--- config.mk ---
export PLATFORM = sky130hd
export DESIGN_NAME = am9513_ctx_arbiter
export DESIGN_NICKNAME = d
export VERILOG_FILES = /design/src/rtl/am9513_pkg.sv /design/src/rtl/am9513_age_counter.sv /design/src/rtl/am9513_ctx_arbiter.sv
export SDC_FILE = /design/constraint.sdc
export NUM_CORES = 1
export LEC_CHECK = 0
export CAP_MARGIN = 30
export CORE_MARGIN = 5
export CORE_UTILIZATION = 30
export CTS_CLUSTER_DIAMETER = 200
export CTS_CLUSTER_SIZE = 20
export DETAILED_ROUTE_END_ITERATION = 12
export GPL_ROUTABILITY_DRIVEN = 0
export RECOVER_POWER = 25
export SKIP_CTS_REPAIR_TIMING = 1
export SYNTH_ARGS = -nofsm -noshare
export SYNTH_HDL_FRONTEND = slang
export SYNTH_SLANG_ARGS = --single-unit
--- constraint.sdc ---
create_clock -name clk -period 1.3 [get_ports clk]
set_input_delay 0.26 -clock clk [delete_from_list [all_inputs] [get_ports clk]]
set_output_delay 0.26 -clock clk [all_outputs]
set_load 0.01 [all_outputs]
--- src/rtl/am9513_pkg.sv ---
// Shared types and constants for the AM9513 context-port arbiter.
// Requester indices identify the context-port masters.
package am9513_pkg;

   typedef enum logic [1:0] {
      StIdle,
      StGrant,
      StHandoff
   } arb_state_e;

   localparam int unsigned ReqCai    = 0;
   localparam int unsigned ReqLegacy = 1;
   localparam int unsigned ReqCsr    = 2;

endpackage

--- src/rtl/am9513_age_counter.sv ---
// Saturating wait-age counter for one context-port requester.
// aged_o is set once the requester has waited AGE_LIMIT cycles.
module am9513_age_counter #(
   parameter int unsigned AGE_LIMIT = 16,
   parameter int unsigned CntW      = $clog2(AGE_LIMIT + 1)
) (
   input  logic clk,
   input  logic rst_n,
   input  logic inc_i,
   input  logic clr_i,
   output logic aged_o
);

   localparam logic [CntW-1:0] Limit = CntW'(AGE_LIMIT);

   logic [CntW-1:0] count_q, count_d;

   always_comb begin
      count_d = count_q;
      if (clr_i) begin
         count_d = '0;
      end else if (inc_i && (count_q < Limit)) begin
         count_d = count_q + CntW'(1);
      end
   end

   always_ff @(posedge clk or negedge rst_n) begin
      if (!rst_n) begin
         count_q <= '0;
      end else begin
         count_q <= count_d;
      end
   end

   assign aged_o = (count_q >= Limit);

endmodule

--- src/rtl/am9513_ctx_arbiter.sv ---
// Context-port ownership arbiter: fixed priority with age promotion, no preemption,
// a one-cycle all-low handoff gap between tenures, and sticky write-collision flags.
module am9513_ctx_arbiter
   import am9513_pkg::*;
#(
   parameter  int unsigned NUM_REQ   = 3,
   parameter  int unsigned AGE_LIMIT = 16,
   localparam int unsigned IdxW      = (NUM_REQ > 1) ? $clog2(NUM_REQ) : 1
) (
   input  logic               clk,
   input  logic               rst_n,
   input  logic               arb_en,
   input  logic [NUM_REQ-1:0] req,
   input  logic [NUM_REQ-1:0] we_attempt,
   input  logic               err_clr,
   output logic [NUM_REQ-1:0] gnt,
   output logic               owner_valid,
   output logic [IdxW-1:0]    owner_idx,
   output logic               collision_err,
   output logic [NUM_REQ-1:0] err_src,
   output logic               promote_pulse
);

   arb_state_e         state_q, state_d;
   logic [NUM_REQ-1:0] gnt_q, gnt_d;
   logic [NUM_REQ-1:0] src_q, src_d;
   logic [NUM_REQ-1:0] aged, win_oh, bad_we;
   logic [IdxW-1:0]    fp_idx, age_idx, win_idx;
   logic               fp_found, any_aged;
   logic               promote_q, promote_d;
   logic               err_q, err_d;
   logic               rdy_q;

   for (genvar g = 0; g < NUM_REQ; g++) begin : g_age
      am9513_age_counter #(
         .AGE_LIMIT(AGE_LIMIT)
      ) u_age (
         .clk   (clk),
         .rst_n (rst_n),
         .inc_i (req[g] & ~gnt_q[g]),
         .clr_i (~req[g] | gnt_d[g]),
         .aged_o(aged[g])
      );
   end

   // Lowest-index requester overall, and lowest-index requester that has aged out.
   always_comb begin
      fp_idx   = '0;
      age_idx  = '0;
      fp_found = 1'b0;
      any_aged = 1'b0;
      for (int unsigned i = 0; i < NUM_REQ; i++) begin
         if (req[i] && !fp_found) begin
            fp_idx   = IdxW'(i);
            fp_found = 1'b1;
         end
         if (req[i] && aged[i] && !any_aged) begin
            age_idx  = IdxW'(i);
            any_aged = 1'b1;
         end
      end
      win_idx = any_aged ? age_idx : fp_idx;
      win_oh  = NUM_REQ'(1) << win_idx;
   end

   always_comb begin
      state_d   = state_q;
      gnt_d     = gnt_q;
      promote_d = 1'b0;
      case (state_q)
         StGrant: begin
            if (!(|(req & gnt_q))) begin
               gnt_d   = '0;
               state_d = StHandoff;
            end
         end
         StIdle, StHandoff: begin
            gnt_d   = '0;
            state_d = StIdle;
            // rdy_q holds off arbitration for the first edge after reset.
            if (rdy_q && arb_en && (|req)) begin
               gnt_d     = win_oh;
               state_d   = StGrant;
               promote_d = any_aged && (age_idx != fp_idx);
            end
         end
         default: begin
            gnt_d   = '0;
            state_d = StIdle;
         end
      endcase
   end

   // A set in the same cycle as err_clr wins.
   always_comb begin
      bad_we = we_attempt & ~gnt_q;
      src_d  = (err_clr ? '0 : src_q) | bad_we;
      err_d  = (err_clr ? 1'b0 : err_q) | (|bad_we);
   end

   always_ff @(posedge clk or negedge rst_n) begin
      if (!rst_n) begin
         state_q   <= StIdle;
         gnt_q     <= '0;
         promote_q <= 1'b0;
         src_q     <= '0;
         err_q     <= 1'b0;
         rdy_q     <= 1'b0;
      end else begin
         state_q   <= state_d;
         gnt_q     <= gnt_d;
         promote_q <= promote_d;
         src_q     <= src_d;
         err_q     <= err_d;
         rdy_q     <= 1'b1;
      end
   end

   always_comb begin
      owner_idx = '0;
      for (int unsigned i = 0; i < NUM_REQ; i++) begin
         if (gnt_q[i]) begin
            owner_idx = IdxW'(i);
         end
      end
   end

   assign gnt           = gnt_q;
   assign owner_valid   = |gnt_q;
   assign promote_pulse = promote_q;
   assign collision_err = err_q;
   assign err_src       = src_q;

endmodule

# --- Word level (Yosys, flattened, before mapping) ---
# Cells that the tools add are included.
word_totals:
  out_inout_bits: 11
  ff_bits: 26
  inputBits: 10
classes:
  n_bitwise: 17
  add_sub_neg: 3
  n_lt_le_gt_ge: 6
  shifts: 1
  n_eq_ne: 4
  muxes: 28
  reduce_logical: 26
ops:
  columns: ["op", "count"]
  rows:
  - ["$mux W5", 6]
  - ["$add A5 B1 Y5 const B", 3]
  - ["$ge A5 B5 Y1 const B", 3]
  - ["$lt A5 B5 Y1 const B", 3]
  - ["$logic_and A1 B1 Y1", 13]
  - ["$mux W1", 12]
  - ["$reduce_or A3 Y1", 4]
  - ["$mux W2", 5]
  - ["$mux W3", 3]
  - ["$and A3 B3 Y3", 2]
  - ["$not A1 Y1", 6]
  - ["$pmux W3 S2", 1]
  - ["$reduce_bool A2 Y1", 3]
  - ["$logic_not A1 Y1", 4]
  - ["$or A1 B1 Y1", 4]
  - ["$pmux W2 S2", 1]
  - ["$and A1 B1 Y1", 3]
  - ["$not A3 Y3", 1]
  - ["$or A3 B3 Y3", 1]
  - ["$shl A1 B2 Y3 const A", 1]
  - ["$eq A2 B1 Y1 const B", 1]
  - ["$eq A2 B2 Y1 const B", 1]
  - ["$logic_not A2 Y1", 1]
  - ["$ne A2 B2 Y1", 1]
  - ["other kinds (2)", 2]

# --- Depth between registers and ports, before layout ---
# Gate-level depths: netlist of the first run.
logic_depth:
  depth_word: 15
  depth_mapped: 5

# --- Cells and area by module ---
# A second synthesis of the first run with hierarchy kept.
hier_totals:
  cells_unflattened: 134
  area_unflattened_um2: 1360.1
by_module_without_submodules:
  columns: ["module", "area_each_um2", "n_inst", "seq_area_each_um2", "cells_per_inst"]
  rows:
  - ["am9513_age_counter", 261.5, 3, 125.1, 24]
  - ["am9513_ctx_arbiter", 575.6, 1, 275.3, 62]

# --- Worst setup path after synthesis of the first run ---
# No wires, ideal clock.
synth_timing:
  path_kind: "reg2reg"
  startpoint: "register g_age[0].u_age.count_q[4]"
  endpoint: "register g_age[2].u_age.count_q[0]"
  setup_slack_ps: -139
  setup_ps: 122
  n_path_buf: 0
  t_arrival_ps: 1318
  synth_period_minus_slack_ps: 1439
  path_stages_with_launch: 5
  path_cell_list: "dfrtp_1 > nand2b_1 > a221oi_4 > a221o_1 > nor2_1"
synth_via:
  elab_chain_len: 15
  elab_cells_between_ends: 18
synth_rtl:
  columns: ["item", "line", "rtl"]
  rows:
  - ["from (decl)", "am9513_age_counter.sv:16", "logic [CntW-1:0] count_q, count_d;"]
  - ["from (signal assigned)", "am9513_age_counter.sv:31", "count_q <= count_d;"]
  - ["$ge A5 B5 Y1 (*)", "am9513_age_counter.sv:35", "assign aged_o = (count_q >= Limit);"]
  - ["$logic_and A1 B1 Y1 (*)", "am9513_ctx_arbiter.sv:57", "if (req[i] && aged[i] && !any_aged) begin"]
  - ["$mux W1 (*)", "am9513_ctx_arbiter.sv:57", null]
  - ["$logic_not A1 Y1", "am9513_ctx_arbiter.sv:57", null]
  - ["$logic_and A1 B1 Y1", "am9513_ctx_arbiter.sv:57", null]
  - ["$mux W1", "am9513_ctx_arbiter.sv:57", null]
  - ["$logic_not A1 Y1", "am9513_ctx_arbiter.sv:57", null]
  - ["$logic_and A1 B1 Y1", "am9513_ctx_arbiter.sv:57", null]
  - ["$mux W2 or $mux W1 (tied branches)", "am9513_ctx_arbiter.sv:57", null]
  - ["$mux W2 (*)", "am9513_ctx_arbiter.sv:62", "win_idx = any_aged ? age_idx : fp_idx;"]
  - ["$shl A1 B2 Y3 (*)", "am9513_ctx_arbiter.sv:63", "win_oh = NUM_REQ'(1) << win_idx;"]
  - ["$mux W3 (*)", "am9513_ctx_arbiter.sv:81", "if (rdy_q && arb_en && (|req)) begin"]
  - ["$pmux W3 S2 (*)", "am9513_ctx_arbiter.sv:70", "case (state_q)"]
  - ["$or A1 B1 Y1 (*)", "am9513_ctx_arbiter.sv:41", ".clr_i (~req[g] | gnt_d[g]),"]
  - ["$mux W5 or $reduce_bool A2 Y1 (tied branches)", null, null]
  - ["to (signal assigned)", "am9513_age_counter.sv:31", null]
  - ["to (decl)", "am9513_age_counter.sv:16", null]
# Mark *: on every way between the ends. The rest lies on a longest branch, timed or not.
# A chain may end at the register's enable or synchronous reset.

# --- Worst setup path in the final report of the first run ---
layout_timing:
  startpoint: "register gnt_q[0] (netlist: gnt[0])"
  endpoint: "register gnt_q[1] (netlist: gnt[1])"
layout_via:
  elab_chain_len: 4
layout_rtl:
  columns: ["item", "line", "rtl"]
  rows:
  - ["from (decl)", "am9513_ctx_arbiter.sv:25", "logic [NUM_REQ-1:0] gnt_q, gnt_d;"]
  - ["from (signal assigned)", "am9513_ctx_arbiter.sv:111", "gnt_q <= gnt_d;"]
  - ["$and A3 B3 Y3", "am9513_ctx_arbiter.sv:72", "if (!(|(req & gnt_q))) begin"]
  - ["$reduce_or A3 Y1", "am9513_ctx_arbiter.sv:72", null]
  - ["$mux W3", "am9513_ctx_arbiter.sv:72", null]
  - ["$pmux W3 S2", "am9513_ctx_arbiter.sv:70", null]
  - ["named net gnt_d[1]", "am9513_ctx_arbiter.sv:25", null]
# The timed path passes the listed nets, and every way through them passes these cells.

==> results.yml, run 1 <==
timing:
  slew_headroom_pct: 57.7
  finalClockSkew_ps: 7.66
  rsz_0062_raised_after_global_routing: "true"
  final.min_clock_period_ps: 1500
  fmax_ghz: 0.665
  timing.final.hold_violations: 0
  fin_crit_sh_pct: 116
  layout_setup_ws_ps: -204
  max_slew.worst_pin.slew_ps: 634
  holdWs_ps: 415
  number_of_pins_with_negative_max_slew_slack_in_the_final_report: 0
  setup-violations-final: 23
synth:
  synthesis.nets: 132
  synth-xor-area-share_pct: 6.21
  yosys_warnings: 0
  distinct_cell_type_count_of_the_synthesized_netlist: 33
  synth.yosys.seq_area_share_pct: 51.3
  synthArstFlopShare_pct: 100
  synth_edf_count: 0
  post_synth_mux_area_share_pct: 0
  synth_simple_gate_area_share_pct: 20.6
  flip_flop_and_latch_count_after_synthesis: 26
  netlist_instances: 119
  syn_area_sq_um: 1270
  synth_ff_type: "sky130_fd_sc_hd__dfrtp_1"
  synth_top_family_by_area: "simple AND/OR/NAND/NOR gates"
  synthAdderAreaFrac_pct: 2.96
  syn_avg_cell_area_sq_um: 10.7
  synth-compound-area-share_pct: 16.3
min_path:
  min_to: "promote_pulse"
  timing.hold.worst.class: "input port to flop"
  min-delay-start: "req[0]"
  timing.hold.worst_path_depth: 4
worst_setup_path:
  critPathCaptureType: "flop"
  critPathSlowestCell: "sky130_fd_sc_hd__dfrtp_2"
  crit_path_max_incr_delay_ps: 420
  regToRegSetupSlack_ps: -200
  cp-start-kind: "flop"
  worstRegToRegCells: 5
  cp_cell_sequence: "buf_6 > a222oi_1 > buf_4 > nor2b_4 > a22o_1"
  crit_path_arrival_time_ps: 1670
  worstPathRequired_ps: 1460
  critical_path.max_fanout: 3
  critical_path_class: "flop to flop"
  path_buf_inv: 2
  cp_top_family: "compound AO/OA/AOI/OAI gates"
  regToRegEndpoint: "gnt[1]"
  worst_r2r_startpoint: "gnt[0]"
power_and_ir_drop:
  vdd.ir_drop.worst_v: 0.000485
  fin_total_pwr_w: 0.00189
  power.density_nw_per_um2: 944
  leakagePower_nw: 0.985
detailed_routing:
  drt_pre_antenna_iters: 4
  drt.antenna.violating_nets: 0
  routed_wire_length_microns: 3100
  route.vias.total: 1100
  drt-vias-per-instance: 4.82
  drc: 0
  wl_per_cell_microns: 13.6
  detailedRoute.firstIterationViolations: 32
cts:
  clock_tree_from_tritoncts: "built"
  tritoncts_num_sinks: 26
  numCtsBuffers: 3
  clock_tree.htree_level_count: 1
  clkSlewWorstSetupHoldPaths_ps: 90
  insertion_delay_ps: 270
  cts-root-to-sink-buffers: 2
  cts_root_buf: "sky130_fd_sc_hd__clkbuf_8"
finish:
  nNetsFinal: 192
  num_antenna_cells: 0
  utilization_pct: 49.4
  area.growth.synth_to_final_pct: 58.0
  drive_gt1_share_pct: 36.5
die:
  floorplan.initialDensity_pct: 31.3
  design.die.area_sq_um: 5630
  die_y_microns: 75.0
  top_level_ports: 21
  core_area_sq_um: 4060
  floorplan.rows: 23
  die_width_microns: 75.0
grt:
  gr-usage-all-layers_pct: 11.9
  grt_first_pass_wirelength_microns: 5130
  grt_antenna_before_repair: 0
  vias_in_the_first_global_route: 1130
  global_route.overflow_total: 0
  grt_max_degree: 27
placement:
  place_ws_ps: -488
  dp_hpwl_microns: 2340
  io_buffers: 20
status:
  result_of_the_run: "finished, violations left"
  violations_in_the_final_reports: "negative setup slack"
run:
  number_of_violations_of_the_max_capacitance_limit: 0
-- worst max path at each step --
| stage | start | to | slack [ps] | cells after the start |
|---|---|---|---|---|
| 6_report | gnt[0] | gnt[1] | -200 | 5 |
| 5_1_grt | gnt[0] | g_age[0].u_age.count_q[4] | -280 | 5 |
| 3_3_place_gp | req[1] | g_age[0].u_age.count_q[1] | -450 | 5 |
| 3_5_place_dp | req[1] | g_age[0].u_age.count_q[2] | -490 | 5 |
| 2_1_floorplan | g_age[0].u_age.count_q[4] | g_age[2].u_age.count_q[1] | -90 | 4 |
| 4_1_cts | gnt[0] | owner_valid | -550 | 2 |
-- state kept, by name, summed over array words and instances (netlist names) --
| signal | flops |
|---|---|
| state_q | 2 |
| collision_err | 1 |
| err_src | 3 |
| promote_pulse | 1 |
| g_age.u_age.count_q | 15 |
| gnt | 3 |
| rdy_q | 1 |
-- cell type report --
class / count / area (sq um)
clock buffer: 3 / 41.3
multi-input combinational: 86 / 663
sequential: 26 / 653
clock inverter: 1 / 30.0
timing repair buffer: 56 / 529
fill: 362 / 2050
inverter: 6 / 25.0
tap: 50 / 62.6
-- synthesized netlist by cell type (2+ instances only) --
cell type	n	share of area (%)
sky130_fd_sc_hd__nor2b_1	4	2.0
sky130_fd_sc_hd__nand4_1	4	2.0
sky130_fd_sc_hd__o31ai_1	2	1.2
sky130_fd_sc_hd__nand3b_1	2	1.2
sky130_fd_sc_hd__xor2_1	5	3.5
sky130_fd_sc_hd__dfrtp_1	26	51
sky130_fd_sc_hd__a41oi_1	2	1.4
sky130_fd_sc_hd__inv_1	6	1.8
sky130_fd_sc_hd__o21ai_0	6	2.4
sky130_fd_sc_hd__ha_1	3	3.0
sky130_fd_sc_hd__nand2b_1	6	3.0
sky130_fd_sc_hd__nand2_1	10	3.0
sky130_fd_sc_hd__xnor2_1	4	2.8
sky130_fd_sc_hd__a22o_1	2	1.4
sky130_fd_sc_hd__a21oi_1	3	1.2
sky130_fd_sc_hd__nor2_1	17	5.0
-- placed cells by master (no fill, tap or decap), types with 3 or more instances in the layout --
cell type	instances
sky130_fd_sc_hd__nand2_1	10
sky130_fd_sc_hd__ha_1	3
sky130_fd_sc_hd__inv_1	5
sky130_fd_sc_hd__nand4_1	4
sky130_fd_sc_hd__dfrtp_1	24
sky130_fd_sc_hd__nand2b_1	3
sky130_fd_sc_hd__dlymetal6s2s_1	7
sky130_fd_sc_hd__xnor2_1	4
sky130_fd_sc_hd__nor2_1	15
sky130_fd_sc_hd__nand2b_4	3
sky130_fd_sc_hd__clkdlybuf4s50_1	6
sky130_fd_sc_hd__clkbuf_8	3
sky130_fd_sc_hd__o21ai_0	6
sky130_fd_sc_hd__nor2b_1	3
sky130_fd_sc_hd__buf_4	26
sky130_fd_sc_hd__buf_6	13
sky130_fd_sc_hd__xor2_1	5
-- worst register-to-register path, cell delays in order (launching register included) --
cell and delay [ps]:
sky130_fd_sc_hd__dfrtp_2 420, sky130_fd_sc_hd__buf_6 120, sky130_fd_sc_hd__a222oi_1 410, sky130_fd_sc_hd__buf_4 200, sky130_fd_sc_hd__nor2b_4 40, sky130_fd_sc_hd__a22o_1 210
-- metal layers --
layer	vias up	global-route usage, %	wire length (microns)
met5	-	0	0
met4	0	2.96	27
met3	4	2.00	144
met2	27	20.1	1640
met1	529	15.8	1290
li1	540	-	-
-- power breakdown --
group          leakage (nW)  switching [W]  internal [W]
sequential            0.335      0.0000350      0.000856
combinational         0.614       0.000156      0.000183
clock                0.0357       0.000250      0.000412
total                 0.985       0.000441       0.00145
-- logic make-up (layout without fill, tap and decap cells) --
kind of cell | after synthesis | count (layout)
AND/OR/NAND/NOR | 50 | 50
AO/OA/AOI/OAI | 23 | 23
flip-flops | 26 | 26
other | 1 | 1
buffers and inverters | 7 | 66
adder cells (fa/ha/maj) | 3 | 3
XOR/XNOR | 9 | 9
-- through the flow --
step           std cells  cell area [sq um]  setup TNS, ps
5_1_grt              228               2000          -4120
4_1_cts              220               1840          -6320
3_5_place_dp         216               1760          -9010
2_1_floorplan        119               1290           -732
6_report             228               2000          -2650
3_3_place_gp         216               1760          -8320
Power figures use the tool's default switching activity.
==> run 2, diff against run 1 <==
--- a/config.mk
+++ b/config.mk
@@ -13,6 +13,8 @@
 export DETAILED_ROUTE_END_ITERATION = 12
 export GPL_ROUTABILITY_DRIVEN = 0
+export GPL_TIMING_DRIVEN = 1
 export RECOVER_POWER = 25
 export SKIP_CTS_REPAIR_TIMING = 1
+export SLEW_MARGIN = 20
 export SYNTH_ARGS = -nofsm -noshare
 export SYNTH_HDL_FRONTEND = slang
==> constraint.sdc (replaced) <==
create_clock -name clk -period 1.3 [get_ports clk]
set_input_delay 0.39 -clock clk [delete_from_list [all_inputs] [get_ports clk]]
set_output_delay 0.39 -clock clk [all_outputs]
set_load 0.01 [all_outputs]
==> run 2 against run 1 <==
Compared with the run above:
- the run still ends with negative setup slack left
- non-clock buffer count is 5 lower
- via count decreased by 1.8%
- sequential power barely moved
- final cell count shrank 2.2%
- final area shrank 5.1%
==> results.yml, run 2 (synthesis gave the netlist of run 1 again) <==
detailed_routing:
  drt_pre_antenna_iters: 5
  routed-wl-met3_microns: 108
  drt-vias-per-instance: 4.84
  route.vias.total: 1080
  met1Wirelength_microns: 1320
  detailedRoute.firstIterationViolations: 43
  routed_wire_length_microns: 3140
  wl_per_cell_microns: 14.1
  drt.antenna.violating_nets: 0
  drc: 0
  met2_wirelength_from_detailed_routing_microns: 1660
  highest-signal-layer: "met4"
worst_setup_path:
  critical_path_class: "flop to flop"
  worstPathRequired_ps: 1500
  cp-start-kind: "flop"
  crit_path_arrival_time_ps: 1810
  crit_path_max_incr_delay_ps: 420
  critical_path.max_fanout: 5
  path_buf_inv: 2
  crit_path_frequent_cell: "sky130_fd_sc_hd__buf_6"
  cp_cell_sequence: "buf_6 > buf_6 > a222oi_1 > nand3b_4 > o311ai_4 > nor2_1"
  critPathCaptureType: "flop"
  cp_top_family: "compound AO/OA/AOI/OAI gates"
  regToRegSetupSlack_ps: -320
  critPathSlowestCell: "sky130_fd_sc_hd__a222oi_1"
min_path:
  timing.hold.worst.class: "flop to flop"
timing:
  max_slew.worst_pin.slew_ps: 651
  fmax_ghz: 0.618
  number_of_pins_with_negative_max_slew_slack_in_the_final_report: 0
  final.min_clock_period_ps: 1620
  finalClockSkew_ps: 1.91
  timing.final.hold_violations: 0
  setup-violations-final: 25
  slew_headroom_pct: 56.6
  timing.setup.tns_ps: -4100
  rsz_0062_raised_after_global_routing: "true"
  fin_crit_sh_pct: 124
  layout_setup_ws_ps: -318
finish:
  final_common_cell: "sky130_fd_sc_hd__buf_4"
  drive_gt1_share_pct: 34.1
  top_register_by_number_of_flip_flops: "g_age.u_age.count_q"
  nNetsFinal: 187
  area.growth.synth_to_final_pct: 50.0
  final_cell_mix: "sky130_fd_sc_hd__buf_4, sky130_fd_sc_hd__dfrtp_1, sky130_fd_sc_hd__nor2_1, sky130_fd_sc_hd__nand2_1, sky130_fd_sc_hd__dlymetal6s2s_1"
  num_antenna_cells: 0
  fillerInstances: 369
  largest_register_ff_count: 15
die:
  die_y_microns: 75.0
  core_area_sq_um: 4060
  die_width_microns: 75.0
  floorplan.rows: 23
  floorplan.initialDensity_pct: 31.3
  top_level_ports: 21
  design.die.area_sq_um: 5630
grt:
  gr-usage-all-layers_pct: 11.7
  grt_antenna_before_repair: 0
  vias_in_the_first_global_route: 1148
  global_route.overflow_total: 0
  grt_first_pass_wirelength_microns: 5090
  grt_max_degree: 27
power_and_ir_drop:
  leakagePower_nw: 0.955
  power.density_nw_per_um2: 907
  vdd.ir_drop.worst_v: 0.000469
  fin_total_pwr_w: 0.00173
placement:
  dp_hpwl_microns: 2400
  io_buffers: 20
cts:
  numCtsBuffers: 3
  clkSlewWorstSetupHoldPaths_ps: 90
  clock_tree_from_tritoncts: "built"
  insertion_delay_ps: 270
  cts-root-to-sink-buffers: 2
  clock_tree.htree_level_count: 1
  cts_root_buf: "sky130_fd_sc_hd__clkbuf_8"
  tritoncts_num_sinks: 26
run:
  number_of_violations_of_the_max_capacitance_limit: 0
status:
  violations_in_the_final_reports: "negative setup slack"
  result_of_the_run: "finished, violations left"
run 2: changes by cell type in the layout (fill, tap and decap cells not counted), sizes merged:
| cell | before | now |
|---|---|---|
| dlymetal6s2s | 7 | 9 |
| clkdlybuf4s50 | 6 | 4 |
| buf | 40 | 33 |
| clkbuf | 5 | 8 |
| bufinv | 1 | 0 |
run 2: power breakdown:
group          internal (W)  total, W  switching (W)
Combinational      0.000164  0.000316       0.000152
Clock              0.000271  0.000517       0.000247
Sequential         0.000856  0.000893      0.0000368
run 2: path summary, 6_finish.rpt:
check	from	cells after the start	endpoint
setup / recovery	gnt[1]	6	g_age[0].u_age.count_q[0]
hold / removal	err_src[0]	2	err_src[0]
setup reg to reg	gnt[1]	6	g_age[0].u_age.count_q[0]
hold reg to reg	err_src[0]	2	err_src[0]
max in group asynchronous	rst_n	2	gnt[0]
min in group asynchronous	rst_n	2	state_q[0]
run 2: layout make-up:
class | count | area (sq um) | area share (%)
clock buffers | 4 | 55.1 | 2.89
well taps | 50 | 62.6 | 3.29
multi-input cells | 86 | 656 | 34.5
flip-flops and latches | 26 | 653 | 34.3
repair buffers | 51 | 454 | 23.9
inverters | 6 | 22.5 | 1.18
run 2: per-layer routing:
metal	up-vias	global-route usage, %
met5	-	0
met3	6	1.74
li1	523	-
met1	531	13.8
met2	20	21.7
met4	0	3.56
run 2: worst reg2reg max path, stage by stage (launching register included):
cell	delay, ps
sky130_fd_sc_hd__dfrtp_1	390
sky130_fd_sc_hd__buf_6	120
sky130_fd_sc_hd__buf_6	110
sky130_fd_sc_hd__a222oi_1	420
sky130_fd_sc_hd__nand3b_4	240
sky130_fd_sc_hd__o311ai_4	120
sky130_fd_sc_hd__nor2_1	140
run 2: metrics by stage:
step | cells | setup slack, ps | hold slack (ps) | area [sq um] | util (%)
2_1_floorplan | 119 | -92.8 | 94.4 | 1290 | -
3_3_place_gp | 215 | -569 | 498 | 1760 | 43.3
3_5_place_dp | 215 | -607 | 516 | 1760 | 43.3
4_1_cts | 219 | -663 | 470 | 1810 | 44.7
5_1_grt | 223 | -420 | 554 | 1900 | 46.9
6_report | 223 | -318 | 521 | 1900 | 46.9
==> run 3, diff against run 2 <==
Settings changed: GPL_ROUTABILITY_DRIVEN 0 to default, TNS_END_PERCENT from default to 30.
==> run 3 against run 2 <==
Compared with the run above:
- sequential share of layout area decreased by 1.2 points
- critical endpoint is now owner_valid
- flip-flop and latch count unchanged
- final area up 3.7%
- clock skew increased by 7.1 ps
- clock power up 30%
- the flow still finishes with violations (negative setup slack)
- fmax down 3.8%
- highest routed layer unchanged
==> results.yml, run 3 (synthesis gave the netlist of run 1 again) <==
worst_setup_path:
  cp_cell_sequence: "buf_6 > or3_4 > buf_6"
  cp-start-kind: "flop"
  cp_top_family: "flip-flops"
  worstSetupStartpoint: "gnt[2]"
  worstPathRequired_ps: 910
  worst_r2r_startpoint: "gnt[1]"
  critPathCaptureType: "output pin"
  regToRegEndpoint: "gnt[1]"
  worstRegToRegCells: 7
  critPathCapture: "owner_valid"
  crit_path_arrival_time_ps: 1290
  critical_path.max_fanout: 2
  path_buf_inv: 2
  crit_path_frequent_cell: "sky130_fd_sc_hd__buf_6"
  critical_path_class: "flop to output pin"
  critical_path_cell_count: 3
  crit_path_max_incr_delay_ps: 410
  regToRegSetupSlack_ps: -290
  critPathSlowestCell: "sky130_fd_sc_hd__dfrtp_1"
finish:
  fillerInstances: 355
  area_occupied_by_multi_input_gates_sq_um: 654
  seqCellArea_sq_um: 653
  final_cell_mix: "sky130_fd_sc_hd__buf_4, sky130_fd_sc_hd__dfrtp_1, sky130_fd_sc_hd__nor2_1, sky130_fd_sc_hd__buf_6, sky130_fd_sc_hd__nand2_1"
  num_antenna_cells: 0
  top_register_by_number_of_flip_flops: "g_age.u_age.count_q"
  design_area_sq_um: 1970
  final_common_cell: "sky130_fd_sc_hd__buf_4"
  area.growth.synth_to_final_pct: 55.5
  nNetsFinal: 191
  finalNonFillerCells: 227
  largest_register_ff_count: 15
  drive_gt1_share_pct: 36.7
timing:
  final.min_clock_period_ps: 1680
  timing.final.hold_violations: 0
  slew_headroom_pct: 57.1
  rsz_0062_raised_after_global_routing: "true"
  holdWs_ps: 526
  fmax_ghz: 0.594
  fin_crit_sh_pct: 129
  max_slew.worst_pin.slew_ps: 643
  layout_setup_ws_ps: -383
  number_of_pins_with_negative_max_slew_slack_in_the_final_report: 0
  setup-violations-final: 25
  finalClockSkew_ps: 9.01
cts:
  cts_root_buf: "sky130_fd_sc_hd__clkbuf_8"
  numCtsBuffers: 3
  clkSlewWorstSetupHoldPaths_ps: 90
  cts-root-to-sink-buffers: 2
  clock_tree_from_tritoncts: "built"
  clock_tree.htree_level_count: 1
  tritoncts_num_sinks: 26
  insertion_delay_ps: 270
min_path:
  timing.hold.worst_path_depth: 2
  timing.hold.worst.class: "flop to flop"
placement:
  dp_hpwl_microns: 2130
  io_buffers: 20
  globalplace.congestion: 0.762
  placed_cells: 215
  dpl_cell_area_sq_um: 1750
grt:
  vias_in_the_first_global_route: 1043
  gr-usage-all-layers_pct: 10.7
  grt_first_pass_wirelength_microns: 4620
  grt_max_degree: 27
  global_route.overflow_total: 0
  grt_antenna_before_repair: 0
detailed_routing:
  routed_wire_length_microns: 2960
  detailedRoute.firstIterationViolations: 55
  drt_pre_antenna_iters: 4
  route.vias.total: 1063
  drt-vias-per-instance: 4.68
  drt.antenna.violating_nets: 0
  drc: 0
  wl_per_cell_microns: 13.0
power_and_ir_drop:
  fin_total_pwr_w: 0.00188
  vdd.ir_drop.worst_v: 0.000657
  power.density_nw_per_um2: 955
  leakagePower_nw: 0.972
  clock_power_share_pct: 35.6
  p_sw_w: 0.000444
  internal_dissipation_w: 0.00144
  combinational_group_share_of_total_power_pct: 17.1
  p_sw_share_pct: 23.6
  seqPwrFrac_pct: 47.3
die:
  floorplan.rows: 23
  design.die.area_sq_um: 5630
  top_level_ports: 21
  die_width_microns: 75.0
  floorplan.initialDensity_pct: 31.3
  core_area_sq_um: 4060
  die_y_microns: 75.0
status:
  result_of_the_run: "finished, violations left"
  violations_in_the_final_reports: "negative setup slack"
run:
  number_of_violations_of_the_max_capacitance_limit: 0
==> run 3: final cells by class <==
type	instances	area share, %
flip-flops and latches	26	33.1
clock inverters	1	1.52
well taps	50	3.17
inverters	6	1.14
clock buffers	3	2.09
multi-input cells	86	33.2
repair buffers	55	25.8
==> run 3: metrics by stage <==
| step | setup TNS (ps) | util, % | setup slack, ps |
|---|---|---|---|
| after floorplan | -902 | - | -92.8 |
| after global placement | -12710 | 43.0 | -640 |
| after detailed placement | -13940 | 43.0 | -764 |
| after CTS | -10820 | 44.8 | -613 |
| after global routing | -6460 | 48.6 | -441 |
| final | -4940 | 48.6 | -383 |
==> run 3: power by group through the flow <==
stage | registers (W) | clock network, W | logic [W]
final | 0.000892 | 0.000671 | 0.000322
after detailed placement | 0.000908 | 0 | 0.000301
after global placement | 0.000904 | 0 | 0.000292
after floorplan | 0.000910 | 0 | 0.000127
after global routing | 0.000897 | 0.000733 | 0.000357
after CTS | 0.000893 | 0.000696 | 0.000302
==> run 3: worst min path at each step <==
| stage | from | endpoint |
|---|---|---|
| floorplan | rst_n | collision_err |
| global placement | collision_err | collision_err |
| detailed placement | collision_err | collision_err |
| CTS | rst_n | gnt[0] |
| global route | err_src[0] | err_src[0] |
| finish | collision_err | collision_err |
==> run 3: routing by layer <==
metal	global-route usage [%]	share of wire (%)	vias up
met5	0	0	-
met4	1.78	0.44	0
met3	3.20	4.5	2
met2	17.6	48	21
met1	14.1	47	506
li1	-	-	534
==> run 3: tightest hold or removal path, stage by stage, from the launching register on <==
cell,delay [ps]
sky130_fd_sc_hd__dfrtp_1,350
sky130_fd_sc_hd__nand2b_1,60
sky130_fd_sc_hd__nand4_1,80
